File: src/rtl/alu_share_ctrl.sv
// alu_share_ctrl: round-robin arbiter sharing one combinational ALU between two requesters.
// Optional ALU_SHARE_FLAGS_EN adds registered rsp_zero/rsp_carry flag outputs.
module alu_share_ctrl #(
    parameter bit RR_INIT = 1'b0
) (
    input  logic       clk,
    input  logic       rst_n,
    input  logic       req0_valid,
    input  logic       req1_valid,
    output logic       req0_ready,
    output logic       req1_ready,
    input  logic [2:0] req0_op,
    input  logic [2:0] req1_op,
    input  logic [7:0] req0_a,
    input  logic [7:0] req0_b,
    input  logic [7:0] req1_a,
    input  logic [7:0] req1_b,
    output logic       alu_en,
    output logic [2:0] alu_op,
    output logic [7:0] alu_in1,
    output logic [7:0] alu_in2,
    input  logic [8:0] alu_out,
    output logic       rsp_valid,
    input  logic       rsp_ready,
    output logic [8:0] rsp_data,
`ifdef ALU_SHARE_FLAGS_EN
    output logic       rsp_zero,
    output logic       rsp_carry,
`endif
    output logic       rsp_id
);
    typedef enum logic [1:0] {IDLE, EXEC, RESP} state_t;
    state_t state, state_nxt;
    logic   prio;
    always_comb begin
        state_nxt  = state;
        req0_ready = 1'b0;
        req1_ready = 1'b0;
        alu_en     = state == EXEC;
        rsp_valid  = state == RESP;
        case (state)
            IDLE: begin
                // prio=1 means requester 1 wins a tie
                req1_ready = req1_valid && (!req0_valid || prio);
                req0_ready = req0_valid && !req1_ready;
                state_nxt  = (req0_valid || req1_valid) ? EXEC : IDLE;
            end
            EXEC:    state_nxt = RESP;
            RESP:    state_nxt = rsp_ready ? IDLE : RESP;
            default: state_nxt = IDLE;
        endcase
    end
    always_ff @(posedge clk or negedge rst_n) begin
        if (!rst_n) begin
            state    <= IDLE;
            prio     <= RR_INIT;
            alu_op   <= '0;
            alu_in1  <= '0;
            alu_in2  <= '0;
            rsp_id   <= 1'b0;
            rsp_data <= '0;
`ifdef ALU_SHARE_FLAGS_EN
            rsp_zero  <= 1'b0;
            rsp_carry <= 1'b0;
`endif
        end else begin
            state <= state_nxt;
            if (req0_ready || req1_ready) begin
                alu_op  <= req1_ready ? req1_op : req0_op;
                alu_in1 <= req1_ready ? req1_a : req0_a;
                alu_in2 <= req1_ready ? req1_b : req0_b;
                rsp_id  <= req1_ready;
                prio    <= !req1_ready;
            end
            if (state == EXEC) begin
                rsp_data <= alu_out;
`ifdef ALU_SHARE_FLAGS_EN
                rsp_zero  <= alu_out[7:0] == 8'h00;
                rsp_carry <= alu_out[8];
`endif
            end
        end
    end
endmodule

File: config.mk
export PLATFORM = sky130hd
export DESIGN_NAME = alu_share_ctrl
export DESIGN_NICKNAME = d
export VERILOG_FILES = /design/src/rtl/alu_share_ctrl.sv
export SDC_FILE = /design/constraint.sdc
export NUM_CORES = 1
export LEC_CHECK = 0
export CAP_MARGIN = 25
export CORE_AREA = 2 2 72 60
export DETAILED_ROUTE_END_ITERATION = 8
export DIE_AREA = 0 0 74 62
export PLACE_DENSITY = 0.94
export SLEW_MARGIN = 10
export SYNTH_ARGS = -nofsm -noshare
export SYNTH_HDL_FRONTEND = slang
export SYNTH_SLANG_ARGS = --single-unit
export TNS_END_PERCENT = 30
File: constraint.sdc
create_clock -name clk -period 3.3 [get_ports clk]
set_input_delay 0.66 -clock clk [delete_from_list [all_inputs] [get_ports clk]]
set_output_delay 0.66 -clock clk [all_outputs]
set_load 0.02 [all_outputs]
==> impl_metrics.json <==
{
  "grt_pass1_wl_um": 6620,
  "path_clk_slew_ns": 0.06,
  "synth-edff-count": 0,
  "clk-insertion-delay-late_ns": 0.28,
  "synthCells": 147,
  "dp_hpwl_um": 3040,
  "cts_resized": 0,
  "initial_utilization": 0.389,
  "cp_slowest_cell": "clkdlybuf4s50_1",
  "areaGrowthSynthToFinish_pct": 64.2,
  "crit_path_start_kind": "primary input",
  "cpMostUsedCell": "clkdlybuf4s50_1",
  "path_max_fanout": 5,
  "cts_tree": "built",
  "synth.largest_area_cell": "dfrtp_1",
  "gr-total-overflow": 0,
  "hold_class": "reg2reg",
  "yosys_most_used_dff": "dfrtp_1",
  "avgSynthCellArea_sq_um": 10.5,
  "worst-setup-path-type": "in2out",
  "total_power_mw": 2.40,
  "die-area_sq_mm": 0.00459,
  "final_common_cell": "clkdlybuf4s50_1",
  "antennaDiodeCount": 0,
  "slew_violations": 0,
  "arrival_ns": 2.09,
  "drc": 0,
  "max_slew_margin": 0.491,
  "synth_xor_area_frac": 0,
  "fin_crit_ns": 2.75,
  "whs_ns": 0.493,
  "p_leak_nw": 1.05,
  "grt_pass1_vias": 1457,
  "layout_common_cells": "clkdlybuf4s50_1, dfrtp_1, inv_1",
  "post_cts_buffers": 0,
  "io_buffers": 84,
  "cap_violations": 0,
  "synth_top_family_by_area": "compound AO/OA/AOI/OAI gates",
  "coreArea_sq_mm": 0.00397,
  "via_per_inst": 5.05,
  "intPower_mw": 1.46,
  "grt_max_degree": 33,
  "fin_skew_ns": 0.00283,
  "ys_types": 22,
  "seqPwrFrac": 0.295,
  "critPathBufInv": 2,
  "synth_top_area_share": 0.519,
  "cts.sinks": 32,
  "cpPeakStageDelay_ns": 0.60,
  "p_comb_frac": 0.552,
  "synth-adder-area-share": 0,
  "worstPathRequired_ns": 2.64,
  "p_sw_frac": 0.392,
  "ys_warn_count": 0,
  "cts-htree-levels": 2,
  "first_pass_iters": 4,
  "status": "completed",
  "antenna_found_initial": 0,
  "p_clk_frac": 0.154,
  "synth_seq_area_share": 0.519,
  "drt_iter0_markers": 81,
  "timing.fmax_mhz": 363,
  "cts_buffers": 5,
  "switchingPower_uw": 940,
  "crit_path_end_kind": "output pin",
  "powerDensity_mw_per_mm2": 946,
  "instances_no_fill": 289,
  "ys_top_cells_by_area": "dfrtp_1, o311ai_1, nand4_1",
  "synth_mux_area_frac": 0.0656,
  "grt_use_total": 0.194,
  "cp_cell_sequence": "clkdlybuf4s50_1 -> nand2b_1 -> and3_4 -> clkdlybuf4s50_1",
  "fin_crit_sh": 0.834,
  "dp.cells": 281,
  "netlist_area_sq_mm": 0.00154,
  "hold_buffers": 0,
  "synth-seq-cells": 32,
  "fin_nets": 283,
  "setup_viol": 0,
  "rows": 21,
  "gp_congestion": 0.695,
  "vias": 1460,
  "synth-simple-area-share": 0.114,
  "final_hold_viol_count": 0,
  "fin_setup_tns_ns": 0,
  "vdd_drop_max_v": 0.000480,
  "synth-compound-area-share": 0.193,
  "drive_above_1_share": 0.116,
  "wire_per_inst_um": 14.5,
  "async_flop_share": 1.00,
  "io_pins": 85,
  "routed_wl_um": 4200,
  "rsz0062_at_grt": "false",
  "die_w_um": 74,
  "cts_root_buf": "clkbuf_8",
  "tightest_slew_ns": 0.762,
  "postRouteAntennaNets": 0,
  "syn_nets": 199,
  "cts_buffer_depth": 2,
  "die_h_um": 62,
  "crit_family": "buffers and inverters",
  "fillers": 329
}
cells in the mapped netlist, types with 2 or more instances:
cell       n
a21o_1     2
a21oi_1    2
buf_2      5
buf_4      2
buf_6      3
clkbuf_1   4
dfrtp_1   32
inv_1     21
mux2_2     8
nand4_1   19
nor2b_1    2
o21ai_0    9
o21ai_1   11
o311ai_1  19
stage by stage:
stage                     cell area (sq um)  setup WS (ns)   util
after global placement                 2420          0.564  0.611
after CTS                              2530          0.543  0.639
after detailed placement               2420          0.545  0.611
after global routing                   2530          0.461  0.639
final                                  2530          0.547  0.639
after floorplan                        1540           1.43      -
cell type report:
cell class,instances,area [sq um],share of cell area
Inverter,21,78.8,0.0311
Sequential cell,32,801,0.316
Tap cell,57,71.3,0.0281
Clock inverter,3,42.5,0.0168
Multi-Input combinational cell,80,579,0.229
Clock buffer,5,68.8,0.0271
Timing Repair Buffer,91,893,0.352
path summary, 6_finish.rpt:
| path | to | startpoint | depth (start not counted) | slack (ns) |
|---|---|---|---|---|
| hold / removal | rsp_id$_DFFE_PN0P_ | rsp_id$_DFFE_PN0P_ | 1 | 0.49 |
| setup / recovery | req1_ready | req0_valid | 4 | 0.55 |
| hold reg to reg | rsp_id$_DFFE_PN0P_ | rsp_id$_DFFE_PN0P_ | 1 | 0.49 |
| min in group asynchronous | alu_in2[2]$_DFFE_PN0P_ | rst_n | 2 | 0.78 |
| max in group asynchronous | alu_in1[5]$_DFFE_PN0P_ | rst_n | 2 | 2.23 |
| setup reg to reg | alu_in2[4]$_DFFE_PN0P_ | state[0]$_DFF_PN0_ | 4 | 1.47 |
per-layer routing:
metal | vias up | part of all wire | GRT usage
li1 | 714 | - | -
met1 | 677 | 0.41 | 0.232
met2 | 62 | 0.49 | 0.346
met3 | 7 | 0.083 | 0.0532
met4 | 0 | 0.011 | 0.0623
met5 | - | 0 | 0
registers in the layout, summed over array words and instances, names as in the netlist:
signal / cells
rsp_data: 9
alu_in1: 8
alu_in2: 8
alu_op: 3
state: 2
prio: 1
rsp_id: 1
power groups by stage:
stage / sequential, mW / clock (mW) / combinational (mW)
after floorplan: 0.933 / 0 / 0.548
after global placement: 0.704 / 0 / 1.31
after detailed placement: 0.714 / 0 / 1.33
after CTS: 0.708 / 0.377 / 1.34
after global routing: 0.732 / 0.392 / 1.43
final: 0.707 / 0.369 / 1.32
cells by family (layout without fill, tap and decap cells):
family          after synthesis  in the layout
mux                           9              9
buf+inv                      35            120
compound gates               44             44
flops                        32             32
simple gates                 27             27
Note: power is estimated with default switching activity, not from simulation.
